File: src/rtl/router_ingress_fifo.sv
// -----------------------------------------------------------------------------
// router_ingress_fifo
//
// Ingress buffer for the 4-port simple router. Upstream {addr,data} words
// arrive on a valid/ready handshake and are queued in a DEPTH-entry FIFO.
// Unless out_stall is high, one word per cycle drains into the router's
// din/din_en/addr inputs. Those inputs are driven straight from flops, so
// the router never sees glitches. When nothing is popped they are forced
// to zero, which is how the router recognises an idle cycle.
//
// Optional feature macro: ROUTER_STATS_EN
//   defined   : the stat_cnt port exists. It holds four saturating
//               per-destination counters of popped words.
//   undefined : no stat_cnt port and no counter logic.
//
// Parameters
//   DATA_WIDTH : payload width. It must match the router's DATA_WIDTH.
//   DEPTH      : number of FIFO entries. Must be a power of 2 and >= 2.
//   CNT_WIDTH  : width of each per-destination counter. Used only when
//                ROUTER_STATS_EN is defined.
//
// Ports
//   clk       : clock; all state changes on the rising edge
//   resetn    : asynchronous-assert, active-low reset
//   in_data   : upstream payload
//   in_addr   : upstream destination port (0..3)
//   in_valid  : upstream word is valid
//   in_ready  : FIFO can accept a word; push = in_valid & in_ready
//   out_stall : 1 = do not pop this cycle
//   din       : registered payload to the router
//   din_en    : registered payload-valid to the router
//   addr      : registered destination to the router
//   level     : current occupancy (0..DEPTH)
//   stat_cnt  : [k*CNT_WIDTH +: CNT_WIDTH] = number of words sent to port k
//               (present only with ROUTER_STATS_EN)
// -----------------------------------------------------------------------------

// Occupancy safety checker. It has no functional outputs and only observes
// the FIFO control terms.
module router_ingress_fifo_chk #(
    parameter int DEPTH = 4,
    parameter int LW    = 3
) (
    input logic          clk,
    input logic          resetn,
    input logic          push_s,
    input logic          pop_s,
    input logic [LW-1:0] level_q
);
    a_no_overflow: assert property (@(posedge clk) disable iff (!resetn)
        !(push_s && (level_q == LW'(DEPTH))));

    a_no_underflow: assert property (@(posedge clk) disable iff (!resetn)
        !(pop_s && (level_q == {LW{1'b0}})));
endmodule

module router_ingress_fifo #(
    parameter int DATA_WIDTH = 32,
    parameter int DEPTH      = 4,
    parameter int CNT_WIDTH  = 16
) (
    input  logic                    clk,
    input  logic                    resetn,
    input  logic [DATA_WIDTH-1:0]   in_data,
    input  logic [1:0]              in_addr,
    input  logic                    in_valid,
    output logic                    in_ready,
    input  logic                    out_stall,
    output logic [DATA_WIDTH-1:0]   din,
    output logic                    din_en,
    output logic [1:0]              addr,
    output logic [$clog2(DEPTH):0]  level
`ifdef ROUTER_STATS_EN
    ,
    output logic [4*CNT_WIDTH-1:0]  stat_cnt
`endif
);

    localparam int PW = $clog2(DEPTH);      // pointer width
    localparam int LW = PW + 1;             // level width (0..DEPTH)
    localparam int EW = DATA_WIDTH + 2;     // stored entry {addr,data}

    // Storage (deliberately not reset) and control state
    logic [EW-1:0]          mem_q [DEPTH];
    logic [PW-1:0]          wr_ptr_q, wr_ptr_d;
    logic [PW-1:0]          rd_ptr_q, rd_ptr_d;
    logic [LW-1:0]          level_q,  level_d;
    logic [DATA_WIDTH-1:0]  din_q,    din_d;
    logic                   din_en_q, din_en_d;
    logic [1:0]             addr_q,   addr_d;

    logic                   full_s;
    logic                   empty_s;
    logic                   push_s;
    logic                   pop_s;
    logic [EW-1:0]          head_s;
    logic [1:0]             head_addr_s;
    logic [DATA_WIDTH-1:0]  head_data_s;

    // Handshake decode. It uses only the registered level, so a full FIFO
    // refuses a word even in a cycle where it also pops.
    always_comb begin
        full_s      = (level_q == LW'(DEPTH));
        empty_s     = (level_q == {LW{1'b0}});
        push_s      = in_valid & ~full_s;
        pop_s       = ~empty_s & ~out_stall;
        head_s      = mem_q[rd_ptr_q];
        head_addr_s = head_s[EW-1:EW-2];
        head_data_s = head_s[DATA_WIDTH-1:0];
    end

    // Next-state for pointers and occupancy. Pointers wrap naturally
    // because DEPTH is a power of 2.
    always_comb begin
        wr_ptr_d = wr_ptr_q;
        rd_ptr_d = rd_ptr_q;
        level_d  = level_q;

        if (push_s) begin
            wr_ptr_d = wr_ptr_q + {{(PW-1){1'b0}}, 1'b1};
        end else begin
            wr_ptr_d = wr_ptr_q;
        end

        if (pop_s) begin
            rd_ptr_d = rd_ptr_q + {{(PW-1){1'b0}}, 1'b1};
        end else begin
            rd_ptr_d = rd_ptr_q;
        end

        case ({push_s, pop_s})
            2'b10:   level_d = level_q + {{(LW-1){1'b0}}, 1'b1};
            2'b01:   level_d = level_q - {{(LW-1){1'b0}}, 1'b1};
            default: level_d = level_q;
        endcase
    end

    // Next-state for router-facing outputs. When nothing is popped they
    // are zero, not held.
    always_comb begin
        din_d    = {DATA_WIDTH{1'b0}};
        din_en_d = 1'b0;
        addr_d   = 2'b00;

        if (pop_s) begin
            din_d    = head_data_s;
            din_en_d = 1'b1;
            addr_d   = head_addr_s;
        end else begin
            din_d    = {DATA_WIDTH{1'b0}};
            din_en_d = 1'b0;
            addr_d   = 2'b00;
        end
    end

    // Control and output registers
    always_ff @(posedge clk or negedge resetn) begin
        if (!resetn) begin
            wr_ptr_q <= {PW{1'b0}};
            rd_ptr_q <= {PW{1'b0}};
            level_q  <= {LW{1'b0}};
            din_q    <= {DATA_WIDTH{1'b0}};
            din_en_q <= 1'b0;
            addr_q   <= 2'b00;
        end else begin
            wr_ptr_q <= wr_ptr_d;
            rd_ptr_q <= rd_ptr_d;
            level_q  <= level_d;
            din_q    <= din_d;
            din_en_q <= din_en_d;
            addr_q   <= addr_d;
        end
    end

    // FIFO storage write. It has no reset; a read is only allowed once
    // the entry has been written.
    always_ff @(posedge clk) begin
        if (push_s) begin
            mem_q[wr_ptr_q] <= {in_addr, in_data};
        end else begin
            mem_q[wr_ptr_q] <= mem_q[wr_ptr_q];
        end
    end

    assign in_ready = ~full_s;
    assign din      = din_q;
    assign din_en   = din_en_q;
    assign addr     = addr_q;
    assign level    = level_q;

`ifdef ROUTER_STATS_EN
    logic [CNT_WIDTH-1:0] cnt_q [4];
    logic [CNT_WIDTH-1:0] cnt_d [4];

    // Per-destination saturating counters. A counter advances when a pop
    // takes a word headed for its port.
    always_comb begin
        for (int k = 0; k < 4; k++) begin
            cnt_d[k] = cnt_q[k];
            if (pop_s && (head_addr_s == k[1:0]) &&
                (cnt_q[k] != {CNT_WIDTH{1'b1}})) begin
                cnt_d[k] = cnt_q[k] + {{(CNT_WIDTH-1){1'b0}}, 1'b1};
            end else begin
                cnt_d[k] = cnt_q[k];
            end
        end
    end

    // Counter registers. Only reset clears them.
    always_ff @(posedge clk or negedge resetn) begin
        if (!resetn) begin
            for (int k = 0; k < 4; k++) begin
                cnt_q[k] <= {CNT_WIDTH{1'b0}};
            end
        end else begin
            for (int k = 0; k < 4; k++) begin
                cnt_q[k] <= cnt_d[k];
            end
        end
    end

    assign stat_cnt = {cnt_q[3], cnt_q[2], cnt_q[1], cnt_q[0]};
`endif

    router_ingress_fifo_chk #(
        .DEPTH (DEPTH),
        .LW    (LW)
    ) u_chk (
        .clk     (clk),
        .resetn  (resetn),
        .push_s  (push_s),
        .pop_s   (pop_s),
        .level_q (level_q)
    );

endmodule

File: config.mk
export PLATFORM = sky130hd
export DESIGN_NAME = router_ingress_fifo
export DESIGN_NICKNAME = d
export VERILOG_FILES = /design/src/rtl/router_ingress_fifo.sv
export SDC_FILE = /design/constraint.sdc
export NUM_CORES = 1
export LEC_CHECK = 0
export CAP_MARGIN = 20
export CORE_MARGIN = 5
export CORE_UTILIZATION = 59
export CTS_CLUSTER_SIZE = 28
export DETAILED_ROUTE_END_ITERATION = 16
export PLACE_DENSITY = 0.95
export SYNTH_ARGS = -nofsm -noshare
export SYNTH_HDL_FRONTEND = slang
export SYNTH_SLANG_ARGS = --single-unit
File: constraint.sdc
create_clock -name clk -period 5.7 [get_ports clk]
set_clock_uncertainty 0.15 [all_clocks]
set_input_delay 0.57 -clock clk [delete_from_list [all_inputs] [get_ports clk]]
set_output_delay 0.57 -clock clk [all_outputs]
set_load 0.05 [all_outputs]
# Yosys cells after proc, flatten, opt, wreduce, memory -nomap -nowiden
# Memory sizes are Yosys's and may differ from the RTL's.
# Cells that the tools add are included.
# Widths: inputs -> output; s select.
dict set report totals {
  ff_bits 42
  mem_bits_rw 136
  input_bits 38
  output_inout_bits 39
  wordCells 32
  memories 1
}
# memory words word_bits rd rd_ports_with_merged_regs write_ports line_no
set mem_list {}
lappend mem_list {mem_q 4 34 1 0 1 84} ;# logic [EW-1:0] mem_q [DEPTH];
dict set report classes {
  n_addsub 4
  eq_ne 4
  muxes 8
  n_bitwise 6
  n_reduce_logical 3
}
# op n
set op_table {}
lappend op_table {{$mux 34} 1}
lappend op_table {{$mux 32} 1}
lappend op_table {{$pmux 3 s2} 1}
lappend op_table {{$add 2x1->2 const B} 2}
lappend op_table {{$mux 1} 4}
lappend op_table {{$add 3x1->3 const B} 1}
lappend op_table {{$eq 3x3->1 const B} 1}
lappend op_table {{$logic_not 3->1} 1}
lappend op_table {{$not 1->1} 3}
lappend op_table {{$sub 3x1->3 const B} 1}
lappend op_table {{$and 1x1->1} 2}
lappend op_table {{$eq 2x1->1 const B} 1}
lappend op_table {{$eq 2x2->1 const B} 1}
lappend op_table {{$mux 2} 1}
lappend op_table {{$reduce_and 2->1} 1}
lappend op_table {{$reduce_bool 2->1} 1}
lappend op_table {{$ne 0x0->1} 1}
lappend op_table {{$or 1x1->1} 1}

# Longest topological paths before layout
# Gate-level depths: netlist (run 1).
dict set report logic_depth {
  ltp_word 6
  ltp_mapped 9
  mapped_depth_nobuf 9
}

# Least setup slack after synthesis (run 1)
# OpenSTA, ideal clock, no wires.
dict set report synth_path {
  path_type {reg2reg}
  startpoint {register level_q[2], in the netlist level[2]}
  endpoint {register level_q[2], in the netlist level[2]}
  setup_ps 82
  t_arrival_ps 2424
  t_required_ps 5468
  path_slack_ps 3044
  path_stages_with_launch 10
  path_buffers 0
  synth_period_minus_slack_ps 2656
  path_cell_list {dfrtp_1 or3b_4 and2_4 inv_1 ha_1 inv_1 fa_1 xor2_1 nor2_1 xor2_1}
}
dict set report synth_via {
  elab_chain_cells 5
  word_cells_on_any_way 12
  classes_between {add/sub (2); eq/ne (3); mux (1); bitwise (4); reduce/logical (2)}
}
# item line_no
set synth_lines {}
lappend synth_lines {{start: declaration} 87} ;# logic [LW-1:0] level_q, level_d;
lappend synth_lines {{start signal: assignment} 161} ;# level_q <= {LW{1'b0}};
lappend synth_lines {{start signal: assignment} 168} ;# level_q <= level_d;
lappend synth_lines {{$eq 3x3->1 *} 103} ;# full_s = (level_q == LW'(DEPTH));
lappend synth_lines {{$not 1->1 *} --}
lappend synth_lines {{via in_ready} 67} ;# output logic in_ready,
lappend synth_lines {{$and 1x1->1 *} 105} ;# push_s = in_valid & ~full_s;
lappend synth_lines {{$eq 2x1->1 / $eq 2x2->1 (equally long branches)} 131} ;# case ({push_s, pop_s})
lappend synth_lines {{$pmux 3 s2 / $reduce_bool 2->1 (equally long branches)} --}
# Mark *: on every way through the listed nets, which the timed path passes. The rest lies on a longest branch.
# A chain may end at the register's enable or synchronous reset.

# Worst setup path in the final report (run 1)
dict set report layout_path {
  startpoint {register level_q[0], in the netlist level[0]}
  endpoint {output in_ready}
}
dict set report layout_via {
  elab_chain_cells 2
}
# item line_no
set layout_lines {}
lappend layout_lines {{$eq 3x3->1} 103}
lappend layout_lines {{$not 1->1} 185} ;# assign in_ready = ~full_s;
lappend layout_lines {{end: declaration} 67}
# No other way between the ends.

==> results of run 1 <==
flip-flops by register name, indices dropped and copies added (netlist names):
register  count
level         3
din          32
addr          2
wr_ptr_q      2
din_en        1
mem_q       136
rd_ptr_q      2
cell usage in the layout (no fill, tap or decap), types with 2 or more instances in the layout:
| cell | netlist | layout |
|---|---|---|
| and3_2 | 4 | 4 |
| and2_1 | 34 | 34 |
| mux4_2 | 34 | 34 |
| xnor2_1 | 2 | 2 |
| clkbuf_16 | 0 | 16 |
| xor2_1 | 4 | 4 |
| edfxtp_1 | 136 | 136 |
| clkdlybuf4s50_1 | 0 | 75 |
| clkinvlp_4 | 0 | 2 |
| clkinv_4 | 0 | 4 |
| clkinv_2 | 0 | 2 |
| ha_1 | 5 | 5 |
| dfrtp_1 | 42 | 40 |
| inv_1 | 6 | 6 |
| inv_8 | 0 | 3 |
| dfrtp_2 | 0 | 2 |
| inv_6 | 0 | 3 |
| buf_4 | 0 | 2 |
stage by stage:
stage          worst slack [ns]  instances  cell area (um^2)  util, %
2_1_floorplan             3.044        287              6452        -
3_3_place_gp              3.211        494              7317    67.80
3_5_place_dp              3.106        494              7317    67.80
4_1_cts                   2.844        526              7881    73.02
5_1_grt                   2.797        528              7911    73.30
6_report                  2.869        528              7911    73.30
logic make-up after synthesis:
kind of cell,after synthesis,synth area share [%]
mux,36,12.26
xor+xnor,6,0.8144
fa+ha+maj,6,1.280
buf+inv,17,1.648
flops,178,79.58
simple gates,44,4.421
timing repair:
item / CTS / global route
resized for setup: 0 / 0
endpoints found under the setup margin: 0 / 0
hold buffers: 0 / 1
endpoints found under the hold margin: 0 / 15
synthesized netlist by cell type:
cell type | count | share of area [%]
fa_1 | 1 | 0.31
or3b_4 | 1 | 0.17
edfxtp_1 | 136 | 63
buf_2 | 4 | 0.31
clkbuf_1 | 3 | 0.17
mux2_4 | 1 | 0.23
nor2_1 | 1 | 0.058
xnor2_1 | 2 | 0.27
nor2_2 | 1 | 0.097
dfrtp_1 | 42 | 16
and2_4 | 1 | 0.14
mux4_2 | 34 | 12
and2_1 | 34 | 3.3
buf_6 | 2 | 0.35
ha_1 | 5 | 0.97
mux2i_1 | 1 | 0.16
buf_8 | 2 | 0.47
nor3b_1 | 1 | 0.12
xor2_1 | 4 | 0.54
nor3_1 | 1 | 0.077
inv_1 | 6 | 0.35
and3_2 | 4 | 0.47
worst paths after layout:
check	start	endpoint	slack, ns	cells after the start
min reg2reg	level[2]$_DFFE_PN0P_	level[2]$_DFFE_PN0P_	0.39	1
max	level[0]$_DFFE_PN0P_	in_ready	2.87	2
min	resetn	din[20]$_DFF_PN0_	0.34	2
min in group clk	level[2]$_DFFE_PN0P_	level[2]$_DFFE_PN0P_	0.39	1
max in group asynchronous	resetn	rd_ptr_q[1]$_DFFE_PN0P_	4.55	3
max reg2reg	level[0]$_DFFE_PN0P_	level[2]$_DFFE_PN0P_	3.27	9
final cells by class:
type	instances	share of cell area [%]
Sequential cell	178	64.94
Clock buffer	17	5.235
Timing Repair Buffer	80	10.12
Inverter	6	0.2847
Multi-Input combinational cell	92	15.31
Tap cell	140	2.214
Clock inverter	15	1.898
power groups by stage:
| stage | clock [mW] | sequential (mW) | combinational [mW] |
|---|---|---|---|
| after floorplan | 0 | 2.23 | 0.659 |
| after global placement | 0 | 1.89 | 1.36 |
| after detailed placement | 0 | 1.92 | 1.41 |
| after CTS | 1.12 | 1.90 | 1.42 |
| after global routing | 1.18 | 1.93 | 1.48 |
| final | 1.10 | 1.90 | 1.40 |
worst max-delay path, cell delays in order (launching register included):
cell             delay (ns)
dfrtp_1                0.44
or3b_4                 0.43
clkdlybuf4s50_1        0.72
layer usage:
| layer | GRT usage [%] | share of wire, % | vias up |
|---|---|---|---|
| met1 | 23.52 | 37 | 1543 |
| met2 | 34.85 | 55 | 101 |
| li1 | - | - | 1294 |
| met4 | 7.522 | 1.7 | 0 |
| met5 | 0 | 0 | - |
| met3 | 5.021 | 5.6 | 13 |
==> results.md, run 1 <==
* Final setup violation count at 0
* DR vias/cell at about 5.6
* Die area at between 10000 and 15000 um^2
* 1st-pass router iterations at 4
* Type of the worst setup path: flop to output pin
* Status: completed
* Net switching fraction of the power at between 30% and 40%
* Unique masters post-synth at 22
* Max-slew violations at 0
* Drt initial violations at 240
* CP startpoint kind: flop
* N_diodes at 0
* Cells after Synth at 287
* Reg clk slew, reported paths at approximately 0.070 ns
* Core box area at roughly 11000 um^2
* Syn nets at ~330
* RSZ-0062 raised after global routing: false
* Latest clock arrival within the worst-skew pair at ~0.53 ns
* H-tree depth at 4
* Sequential Power Share at between 40% and 50%
* CP endpoint kind: output pin
* DRC viols at 0
* Die H at 114.6 um
* GPL Wtd Cong at just over 0.7
* Total Power Consumption at 4.399 mW
* CP arrival at ~2.1 ns
* Worst VDD drop at 288.0 uV
* Clk sink count at roughly 180
* Largest net degree at the start of global routing at 43
* Synthesized flop and latch total at about 180
* Max Root-Sink Buffers at 2
* Synthesized cell area at around 6500 um^2
* Cell Rows at 38
* Global-route usage over all layers at approximately 20%
* Remaining Overflow, GRT at 0
* CP Max Fanout at 6
* Net Switching at about 1.5 mW
* Min Clock Period, post-route at about 2.8 ns
* Filler cell count in the final layout at 572
* Vias at between 2000 and 3000
* Clk network pwr share at about a quarter
* Leak Pwr at roughly 2.8 nW
* Worst min-delay path class: primary input to asynchronous set/reset pin
* Maxcap violations at 0
* Final worst-path cycle share at around half
* Initial Util at between 50 and 60%
* Worst hold slack at 0.3425 ns
* Sequential share of the synthesized area at 79.58%
* Setup TNS at 0 ns
* Slew headroom at approximately two fifths
* Vias in the first global route at approximately 3200
* Placed wire-length estimate at 6687 um
* Routed wire length at roughly 12000 um
* Reg area at slightly above 5000 um^2
* Required @ worst endpoint at roughly 5 ns
* PortBufs at between 70 and 80
* Internal power at just under 3 mW
* CTS tree: done
* Routed Antenna Nets at 0
* Hold Fails Final Rpt at 0
* Combinational power share at around a third
* Ys Warns at 0
* Fraction of layout cells with a size suffix above 1 at 20.62%
* Worst slew pin tran at between 0.8 and 0.9 ns
* Routed length per instance at 22.56 um
* Max Fclk at 353.3 MHz
* Post-CTS setup buffer count at 0
* Multi-input gate area at ~1200 um^2
* Clock root buffer: clkbuf_8
* Width of the die at 114.6 um
* Area grow syn2layout at 22.61%
* PD cells at about 560 nW/um^2
* Inserted Clock Buffers at 17
* Initial antenna violation count at 0
* Synthesized area per cell at between 20 and 25 um^2
* Nets@finish at 419
* Io pins at 77
* Global-route wire length before repair at ~18000 um
Note: power is estimated with default switching activity, not from simulation.
==> inputs of run 2 (changes only) <==
--- a/config.mk
+++ b/config.mk
@@ -7,10 +7,10 @@
 export LEC_CHECK = 0
 export CAP_MARGIN = 20
 export CORE_MARGIN = 5
-export CORE_UTILIZATION = 59
+export CORE_UTILIZATION = 55
 export CTS_CLUSTER_SIZE = 28
 export DETAILED_ROUTE_END_ITERATION = 16
-export PLACE_DENSITY = 0.95
+export PLACE_DENSITY = 0.9
 export SYNTH_ARGS = -nofsm -noshare
 export SYNTH_HDL_FRONTEND = slang
 export SYNTH_SLANG_ARGS = --single-unit
==> constraint.sdc (replaced) <==
create_clock -name clk -period 2.7 [get_ports clk]
set_clock_uncertainty 0.15 [all_clocks]
set_input_delay 0.27 -clock clk [delete_from_list [all_inputs] [get_ports clk]]
set_output_delay 0.27 -clock clk [all_outputs]
set_load 0.05 [all_outputs]
==> run 2 against run 1 <==
Net effect: worst setup slack worse by 2.6 ns; sequential power increased by 110%; core utilization down 3.2 points; critical endpoint is now level[2]$_DFFE_PN0P_; global-route usage down 1.7 points; clock power up 130%; largest power group unchanged; combinational power grew 110%; via count is 0.85% lower; first-iteration DRC count is 28% lower; total power up 120%; non-clock buffer count grew 4; cell count is 1.3% higher.
==> results.md, run 2 (synthesized netlist as in run 1, its figures left out) <==
* Largest stage delay, worst path at 0.43 ns (-0.29 ns)
* Worst min-delay path class: primary input to asynchronous set/reset pin
* Post-CTS setup buffer count at 0 (unchanged)
* Die area at 14000 um^2 (+6.6%)
* Placed wire-length estimate at 6700 um (+0.20%)
* Global-route wire length before repair at 18890 um (+2.4%)
* Cells on worst reg2reg path at 9 (unchanged)
* Commonest cells after routing, fill and taps aside: edfxtp_1 (136), clkdlybuf4s50_1 (75), dfrtp_1 (40)
* Final setup violation count at 0 (unchanged)
* Max-slew violations at 0 (unchanged)
* Maxcap violations at 0 (unchanged)
* CP arrival at 2.63 ns (+0.52 ns)
* N_diodes at 0 (unchanged)
* Slew headroom at 39.34% (-1.1 points)
* Internal reg-to-reg setup slack at 0.26 ns (-3.01 ns)
* Max Fclk at between 400 and 500 MHz
* Critical Path Slowest Stage Cell: dfrtp_1
* Drt initial violations at 172 (-28%)
* Inserted Clock Buffers at 17 (unchanged)
* Io pins at 77 (unchanged)
* Routed wire length at 11470 um (-3.7%)
* Vias in the first global route at 3302 (+1.8%)
* Status: completed
* GPL Wtd Cong at 0.7044 (-1.6%)
* Cell Rows at 39 (+2.6%)
* RSZ-0062 raised after global routing: false
* CP Max Fanout at 6 (unchanged)
* Largest net degree at the start of global routing at 43 (unchanged)
* 1st-pass router iterations at 4 (unchanged)
* Required @ worst endpoint at 2.89 ns (-2.09 ns)
* Global-route usage over all layers at 18.12% (-1.7 points)
* CP endpoint kind: flop
* Type of the worst setup path: flop to flop
* Largest register FFs at 136 (unchanged)
* Reg clk slew, reported paths at 0.07 ns (about the same)
* Area grow syn2layout at 24.57%
* H-tree depth at 4 (unchanged)
* Clk sink count at 178 (unchanged)
* Final worst-path cycle share at about nine tenths
* Nets@finish at 423 (+0.95%)
* Min Clock Period, post-route at 2.444 ns
* Setup TNS at 0 ns (unchanged)
* Remaining Overflow, GRT at 0 (unchanged)
* Filler cell count in the final layout at 680 (+19%)
* Width of the die at 118.3 um (+3.3%)
* Core box area at 11470 um^2 (+6.2%)
* DR vias/cell at 5.469 (-2.1%)
* Worst VDD drop at 839.7 uV (+190%)
* Worst r2r dst: level[2]$_DFFE_PN0P_
* Initial Util at 56.27% (-3.5 points)
* Most common cell after layout, fill and taps aside: edfxtp_1
* Inst Count DP at 501 (+1.4%)
* Hold Fails Final Rpt at 0 (unchanged)
* CP startpoint kind: flop
* PD cells at 1184 nW/um^2 (+110%)
* Max Root-Sink Buffers at 2 (unchanged)
* Latest clock arrival within the worst-skew pair at 0.42 ns (-0.11 ns)
* Leak Pwr at 2.861 nW (+1.4%)
* Die H at 118.3 um (+3.3%)
* PortBufs at 76 (unchanged)
* DRC viols at 0 (unchanged)
* Clock root buffer: clkbuf_16
* Reg with most FFs: mem_q
* Reg2reg start: level[0]$_DFFE_PN0P_
* CP bufs+invs at 2 (+1)
* CP cell instances: or3b_4 > and2_4 > inv_1 > ha_1 > inv_1 > fa_1 > xor2_1 > nor2_1 > xor2_1
* Routed Antenna Nets at 0 (unchanged)
* CTS tree: done
* Worst slew pin tran at 0.9100 ns (+0.01627 ns)
* Vias at 2926 (-0.85%)
* CP delay by family, top: simple AND/OR/NAND/NOR gates
* Fraction of layout cells with a size suffix above 1 at 20.92% (+0.30 points)
* Initial antenna violation count at 0 (unchanged)
* Routed length per instance at 21.44 um (-5.0%)
* Finished Layout Cells at 535 (+1.3%)
* Cts repair resizes at 0 (unchanged)
-- run 2: cell types whose count changed in the layout (fill, tap and decap cells not counted), sizes merged --
cell,previous run,this run
buf,4,8
clkinvlp,2,5
bufinv,1,3
clkbuf,17,18
clkinv,6,2
inv,12,10
-- run 2: worst register-to-register path, stage by stage, from the launching register on --
cell and delay [ns]:
dfrtp_1 0.43, or3b_4 0.42, and2_4 0.19, inv_1 0.07
ha_1 0.19, inv_1 0.06, fa_1 0.39, xor2_1 0.17
nor2_1 0.11, xor2_1 0.17
-- run 2: final cells by class --
| class | count | area (um^2) | area share (%) |
|---|---|---|---|
| Sequential cell | 178 | 5137 | 63.92 |
| Multi-Input combinational cell | 92 | 1211 | 15.07 |
| Timing Repair Buffer | 84 | 880.8 | 10.96 |
| Clock buffer | 18 | 429.2 | 5.339 |
| Tap cell | 143 | 178.9 | 2.226 |
| Clock inverter | 14 | 177.7 | 2.210 |
| Inverter | 6 | 22.52 | 0.2802 |
-- run 2: power by group --
group	switching (mW)	leakage (nW)	internal, mW
sequential	0.367	1.78	3.68
clock	1.02	0.279	1.47
combinational	1.69	0.801	1.29
-- run 2: timing repair --
action	4_1_cts	5_1_grt
setup endpoints to repair	0	0
endpoints found under the hold margin	42	0
hold buffers	1	0
-- run 2: worst max-delay path by stage --
stage	cells after the start	slack, ns	start	end
after floorplan	9	0.04	level[2]$_DFFE_PN0P_	level[2]$_DFFE_PN0P_
after global placement	9	0.42	level[0]$_DFFE_PN0P_	level[2]$_DFFE_PN0P_
after detailed placement	9	0.30	level[1]$_DFFE_PN0P_	level[2]$_DFFE_PN0P_
after CTS	2	0.27	level[0]$_DFFE_PN0P_	in_ready
after global routing	9	0.14	level[0]$_DFFE_PN0P_	level[2]$_DFFE_PN0P_
final	9	0.26	level[0]$_DFFE_PN0P_	level[2]$_DFFE_PN0P_
-- run 2: routing by layer --
metal | wire length [um] | track usage (%)
met5 | 0 | 0
met4 | 205 | 7.240
met3 | 452 | 4.632
met2 | 6244 | 30.63
met1 | 4568 | 22.60
-- run 2: through the flow --
step | hold slack [ns] | power, mW | area, um^2 | worst slack [ns] | utilization (%)
after floorplan | -0.1756 | 6.106 | 6452 | 0.04427 | -
after CTS | 0.3130 | 9.621 | 8018 | 0.2745 | 69.92
after detailed placement | 0.3532 | 7.106 | 7401 | 0.3039 | 64.54
final | 0.2042 | 9.513 | 8038 | 0.2562 | 70.09
after global placement | 0.3353 | 6.998 | 7401 | 0.4190 | 64.54
after global routing | 0.2411 | 9.951 | 8038 | 0.1430 | 70.09
